**config.mk**
```make
export PLATFORM = sky130hd
export DESIGN_NAME = score_counter_mc
export DESIGN_NICKNAME = d
export VERILOG_FILES = /design/src/rtl/score_counter_mc.sv
export SDC_FILE = /design/constraint.sdc
export NUM_CORES = 1
export LEC_CHECK = 0
export BUFFER_PORTS_ARGS = -buffer_cell sky130_fd_sc_hd__buf_2
export CAP_MARGIN = 20
export CORE_MARGIN = 3
export CORE_UTILIZATION = 50
export CTS_CLUSTER_SIZE = 16
export DETAILED_ROUTE_END_ITERATION = 7
export PLACE_DENSITY = 0.72
export SLEW_MARGIN = 5
export SYNTH_ARGS = -nofsm -noshare
export SYNTH_HDL_FRONTEND = slang
export SYNTH_SLANG_ARGS = --single-unit
```
**constraint.sdc**
```tcl
create_clock -name clk_i -period 2.9 [get_ports clk_i]
set_input_delay 0.87 -clock clk_i [delete_from_list [all_inputs] [get_ports clk_i]]
set_output_delay 0.87 -clock clk_i [all_outputs]
set_load 0.02 [all_outputs]
```
**src/rtl/score_counter_mc.sv**
```systemverilog
// Multi-channel up/down score counter.
// Raw button levels are synchronised and rising-edge detected in the clk_i domain.
// Each detected press steps that channel's count by one within [0, MAX_VAL].
// At the limits the count either saturates (WRAP=0) or wraps around (WRAP=1).
module score_counter_mc #(
  parameter int BW      = 7,
  parameter int MAX_VAL = 99,
  parameter int NCH     = 2,
  parameter int WRAP    = 0
) (
  input  logic              clk_i,
  input  logic              rst_i,
  input  logic [NCH-1:0]    up_i,
  input  logic [NCH-1:0]    down_i,
  input  logic              clr_i,
  output logic [NCH*BW-1:0] cnt_o,
  output logic [NCH-1:0]    at_max_o,
  output logic [NCH-1:0]    at_zero_o
);

  localparam logic [BW-1:0] MAX_C = BW'(MAX_VAL);

  // Two synchroniser stages (s1, s2) plus a delay stage (s3) for edge detection.
  logic [NCH-1:0] up_s1_reg, up_s2_reg, up_s3_reg;
  logic [NCH-1:0] dn_s1_reg, dn_s2_reg, dn_s3_reg;
  logic [NCH-1:0] ev_up, ev_dn;

  // Synchronise the button levels and keep one extra delayed copy.
  // This chain keeps running while clr_i is high, so a cleared event is never replayed.
  always_ff @(posedge clk_i or negedge rst_i) begin
    if (!rst_i) begin
      up_s1_reg <= '0;
      up_s2_reg <= '0;
      up_s3_reg <= '0;
      dn_s1_reg <= '0;
      dn_s2_reg <= '0;
      dn_s3_reg <= '0;
    end else begin
      up_s1_reg <= up_i;
      up_s2_reg <= up_s1_reg;
      up_s3_reg <= up_s2_reg;
      dn_s1_reg <= down_i;
      dn_s2_reg <= dn_s1_reg;
      dn_s3_reg <= dn_s2_reg;
    end
  end

  // A one-cycle event marks each low->high transition of a synchronised level.
  assign ev_up = up_s2_reg & ~up_s3_reg;
  assign ev_dn = dn_s2_reg & ~dn_s3_reg;

  genvar gi;
  generate
    for (gi = 0; gi < NCH; gi++) begin : g_ch
      logic [BW-1:0] cnt_reg, cnt_next;

      // Next count: clear first, then cancel opposing events, then step within the limits.
      always_comb begin
        cnt_next = cnt_reg;
        if (clr_i) begin
          cnt_next = '0;
        end else if (ev_up[gi] && !ev_dn[gi]) begin
          // Compare before incrementing, so the sum never overflows BW bits.
          if (cnt_reg < MAX_C) begin
            cnt_next = cnt_reg + BW'(1);
          end else if (WRAP != 0) begin
            cnt_next = '0;
          end
        end else if (ev_dn[gi] && !ev_up[gi]) begin
          if (cnt_reg != '0) begin
            cnt_next = cnt_reg - BW'(1);
          end else if (WRAP != 0) begin
            cnt_next = MAX_C;
          end
        end
      end

      // Count register; asynchronous reset drops the count to zero immediately.
      always_ff @(posedge clk_i or negedge rst_i) begin
        if (!rst_i) begin
          cnt_reg <= '0;
        end else begin
          cnt_reg <= cnt_next;
        end
      end

      // The limit flags decode the registered count, so they move together with cnt_o.
      assign cnt_o[gi*BW +: BW] = cnt_reg;
      assign at_max_o[gi]       = (cnt_reg == MAX_C);
      assign at_zero_o[gi]      = (cnt_reg == '0);
    end
  endgenerate

endmodule

```
# Yosys cells after proc, flatten, opt, wreduce, memory -nomap -nowiden
# Cells that the tools add are included.
[totals]
register_bits = 26
output_inout_bits = 18
[op_classes]
add_sub_neg = 4
order_cmp = 2
n_eq_ne = 4
mux = 10
n_bitwise = 4
n_reduce_logical = 18
[ops]
columns = ["cell", "count"]
rows = [
  ["$mux W7", 10],
  ["$add A7 B1 Y7 const B", 2],
  ["$eq A7 B7 Y1 const B", 2],
  ["$logic_not A7 Y1", 2],
  ["$lt A7 B7 Y1 const B", 2],
  ["$reduce_bool A7 Y1", 2],
  ["$sub A7 B1 Y7 const B", 2],
  ["$reduce_bool A3 Y1", 4],
  ["$ne A3 B2 Y1 const B", 2],
  ["$reduce_and A3 Y1", 2],
  ["$and A2 B2 Y2", 2],
  ["$logic_and A1 B1 Y1", 4],
  ["$logic_not A1 Y1", 4],
  ["$not A2 Y2", 2],
]

# Longest topological paths before layout
[logic_depth]
word_depth = 7
mapped_depth = 9
mapped_depth_nobuf = 9

# Worst setup path after synthesis
# No wires, ideal clock.
[synth_path]
path_type = "reg-to-reg"
startpoint = "register up_s2_reg[0]"
endpoint = "register g_ch[0].cnt_reg[6]"
setup_ps = 126
t_arrival_ps = 2125
required_time_ps = 2774
path_slack_ps = 649
path_stages_with_launch = 10
period_less_slack_ps = 2251
path_cell_list = "dfrtp_1 nor2b_1 nand2_1 ha_1 clkbuf_1 nor2_1 a211o_1 a211oi_1 nor4_1 a221o_1"
[synth_between]
elab_chain_cells = 5
word_cells_on_any_way = 10
classes_between = "1 x eq/ne; 2 x mux; 1 x bitwise; 6 x reduce/logical"
[synth_rtl]
columns = ["item", "line", "source"]
rows = [
  ["from (decl)", "24", "logic [NCH-1:0] up_s1_reg, up_s2_reg, up_s3_reg;"],
  ["from (signal assigned)", "40", "up_s2_reg <= up_s1_reg;"],
  ["$and A2 B2 Y2 *", "49", "assign ev_up = up_s2_reg & ~up_s3_reg;"],
  ["$logic_not A1 Y1", "69", "end else if (ev_dn[gi] && !ev_up[gi]) begin"],
  ["$logic_and A1 B1 Y1", "69", ""],
  ["$reduce_bool A3 Y1 (no line)", "n/a", ""],
  ["$reduce_and A3 Y1 (no line)", "n/a", ""],
  ["to (signal assigned)", "83", "cnt_reg <= cnt_next;"],
  ["to (decl)", "55", "logic [BW-1:0] cnt_reg, cnt_next;"],
]
# Every way passes the cells marked *; elsewhere a longest branch is shown, timed or not.
# A chain may end at the register's enable or synchronous reset.

# Final worst setup path
[layout_path]
startpoint = "register g_ch[1].cnt_reg[1]"
endpoint = "output port at_zero_o[1]"
[layout_between]
elab_chain_cells = 1
[layout_rtl]
columns = ["item", "line", "source"]
rows = [
  ["from (decl)", "55", ""],
  ["from (signal assigned)", "83", ""],
  ["$logic_not A7 Y1", "90", "assign at_zero_o[gi] = (cnt_reg == '0);"],
  ["to (decl)", "18", "output logic [NCH-1:0] at_zero_o"],
]
# No other way between the ends.

==> results.json <==
{
  "drv_slew": 0,
  "synth.cell_area_mm2": 0.00162,
  "met1_usage_pct": 25.0,
  "drcViolationCount": 0,
  "setup_slack_ns": 0.336,
  "rr_startpoint": "up_s2_reg[0]",
  "largest_reg_flops": 14,
  "fillerInstances": 284,
  "wire_per_inst_um": 13.7,
  "peakVddDrop_mv": 0.335,
  "synth_area_leaders": "dfrtp_1, ha_1, nand2_1",
  "leakage_nw": 0.838,
  "ant_nets": 0,
  "numPortBuffers": 24,
  "die_x_um": 62.9,
  "maxSlewHeadroom_pct": 61.4,
  "crit_start": "g_ch[1].cnt_reg[1]",
  "power_mw": 1.79,
  "layout.nets": 209,
  "synthMostInstantiatedCell": "dfrtp_1",
  "n_antenna_cell": 0,
  "wirelength_mm": 3.19,
  "min_from": "dn_s1_reg[1]",
  "cts_buffer_depth": 2,
  "cts_max_level": 1,
  "synth_compound_area_share_pct": 21.7,
  "rsz0062_at_grt": "false",
  "worst_setup_path_start_kind": "flip-flop",
  "worstMarginPinSlew_ns": 0.579,
  "fin_area_mm2": 0.00181,
  "busiest_layer": "met2",
  "fmax_mhz": 390,
  "firstDrtPassIters": 4,
  "dp_slack_ns": 0.446,
  "synth.mux.area_fraction_pct": 1.31,
  "synth_edf_count": 0,
  "gr-total-overflow": 0,
  "cts_sinks": 26,
  "cp_data_required_time_ns": 2.03,
  "hold_ws_ns": 0.367,
  "cts.clk_slew.worst_paths_ns": 0.13,
  "hold_viol_final": 0,
  "synth_top_family_by_area": "simple AND/OR/NAND/NOR gates",
  "min_path_type": "reg -> reg",
  "async_flop_share_pct": 100,
  "outcome": "finished clean",
  "ys_warn_count": 0,
  "power_density_mw_per_mm2": 990,
  "synth_area_leader_cell": "dfrtp_1",
  "post_cts_buffers": 0,
  "synth_adder_area_share_pct": 9.27,
  "clk_latency_ns": 0.32,
  "synthFlopType": "dfrtp_1",
  "viasPerCell": 5.60,
  "ys_types": 39,
  "fin_worst_skew_ns": 0.0104,
  "hold_buffers": 0,
  "cts_resized": 0,
  "grtUsageMet3_pct": 4.50,
  "fp.dieH_um": 62.9,
  "cts_tree": "yes",
  "synth_area_per_cell_um2": 9.76,
  "rows": 20,
  "syn_nets": 185,
  "setup_viol_count_final": 0,
  "critical_path_arrival_ns": 1.69,
  "synthCells": 166,
  "fin_crit_sh_pct": 88.4,
  "drt_iter0_markers": 59,
  "detailed_place_hpwl_mm": 2.49,
  "area_growth_pct": 11.9,
  "drive_above_1_share_pct": 20.6,
  "core_area_mm2": 0.00308,
  "tns_ns": 0,
  "design.die.area_mm2": 0.00396,
  "initial_core_util_pct": 52.6,
  "cts_root_buf": "clkbuf_4",
  "place_area_mm2": 0.00176,
  "synth_common_cells": "dfrtp_1, nand2_1, ha_1, a21oi_1, nor2_1",
  "vias": 1304,
  "grt_max_degree": 27,
  "synthSimpleGateAreaFrac_pct": 21.9,
  "io-pin-count": 25,
  "ys_seq_elements": 26,
  "grt_use_met2_pct": 26.5,
  "grt_usage_pct": 17.4,
  "crit_type": "reg -> out",
  "grt_antenna_before_repair": 0,
  "numCtsBuffers": 3,
  "synthXorXnorAreaFrac_pct": 3.24,
  "gp_congestion": 0.952,
  "grt_pass1_wl_mm": 5.55,
  "ys_seq_area_share_pct": 40.2,
  "fin_crit_ns": 2.56,
  "synth_top_cell_area_share_pct": 40.2,
  "cp-end-kind": "output pin",
  "max-cap-violations": 0,
  "grt_pass1_vias": 1194,
  "cp_max_fo": 9
}
[power by group]
group | internal [mW] | total, mW | leakage, nW | switching [mW]
Sequential | 0.446 | 0.566 | 0.320 | 0.121
Combinational | 0.429 | 0.984 | 0.490 | 0.555
Clock | 0.140 | 0.244 | 0.0279 | 0.104
Total | 1.01 | 1.79 | 0.838 | 0.780
[area by class of cell]
type / instances / area, µm² / share of cell area (%)
clock buffer: 3 / 22.5 / 1.24
sequential: 26 / 651 / 35.9
multi-input combinational: 134 / 931 / 51.3
tap: 44 / 55.1 / 3.04
clock inverter: 1 / 30.0 / 1.66
timing repair buffer: 24 / 120 / 6.63
inverter: 1 / 3.75 / 0.207
[kinds of logic (layout without fill, tap and decap cells)]
group	after synthesis	after routing
and+or+nand+nor	69	69
DFF	26	26
AOI/OAI and AO/OA	45	45
buffers and inverters	6	29
adders and majority gates	12	12
xor gates and xnor gates	6	6
muxes	2	2
[layer usage]
layer  share of wire (%)  vias to the layer above
met3                 4.0                        4
li1                    -                      657
met1                  51                      613
met4                0.53                        0
met2                  44                       30
met5                   0                        -
[final timing paths]
kind,endpoint,slack (ns),cells past startpoint
worst min-delay path,dn_s2_reg[1],0.37,0
worst max-delay path,at_zero_o[1],0.34,3
max in group asynchronous,g_ch[0].cnt_reg[0],1.99,1
worst max register to register,g_ch[0].cnt_reg[6],0.40,8
worst min register to register,dn_s2_reg[1],0.37,0
min in group asynchronous,g_ch[1].cnt_reg[5],0.52,1
[per-stage QoR]
step | util (%) | std cells
after detailed placement | 57.2 | 229
after global routing | 58.9 | 233
final | 58.9 | 233
after global placement | 57.2 | 229
after CTS | 58.9 | 233
after floorplan | - | 166
[worst max-delay path, stage by stage (launching register included)]
cell     delay, ns
dfrtp_1       0.48
or4_1         0.56
nor2_2        0.15
buf_2         0.19
[layout by cell type, fill, tap and decap left out, types with 2 or more instances in the layout]
cell / n
a2111oi_0: 2
a211o_1: 2
a211oi_1: 2
a21boi_0: 2
a21o_1: 2
a21oi_1: 10
a221o_1: 3
a22o_1: 2
a22o_2: 2
a311oi_2: 2
and2_1: 4
and3_1: 3
buf_2: 24
clkbuf_4: 3
dfrtp_1: 26
ha_1: 12
nand2_1: 19
nand2b_1: 5
nand3_1: 6
nand4_1: 2
nor2_1: 10
nor2_2: 2
nor2b_1: 6
nor3_1: 3
nor4_1: 2
o21ai_0: 9
o221a_4: 2
o31ai_1: 4
or3_1: 3
or4_1: 2
xnor2_1: 4
xor2_1: 2
Power figures use the tool's default switching activity.
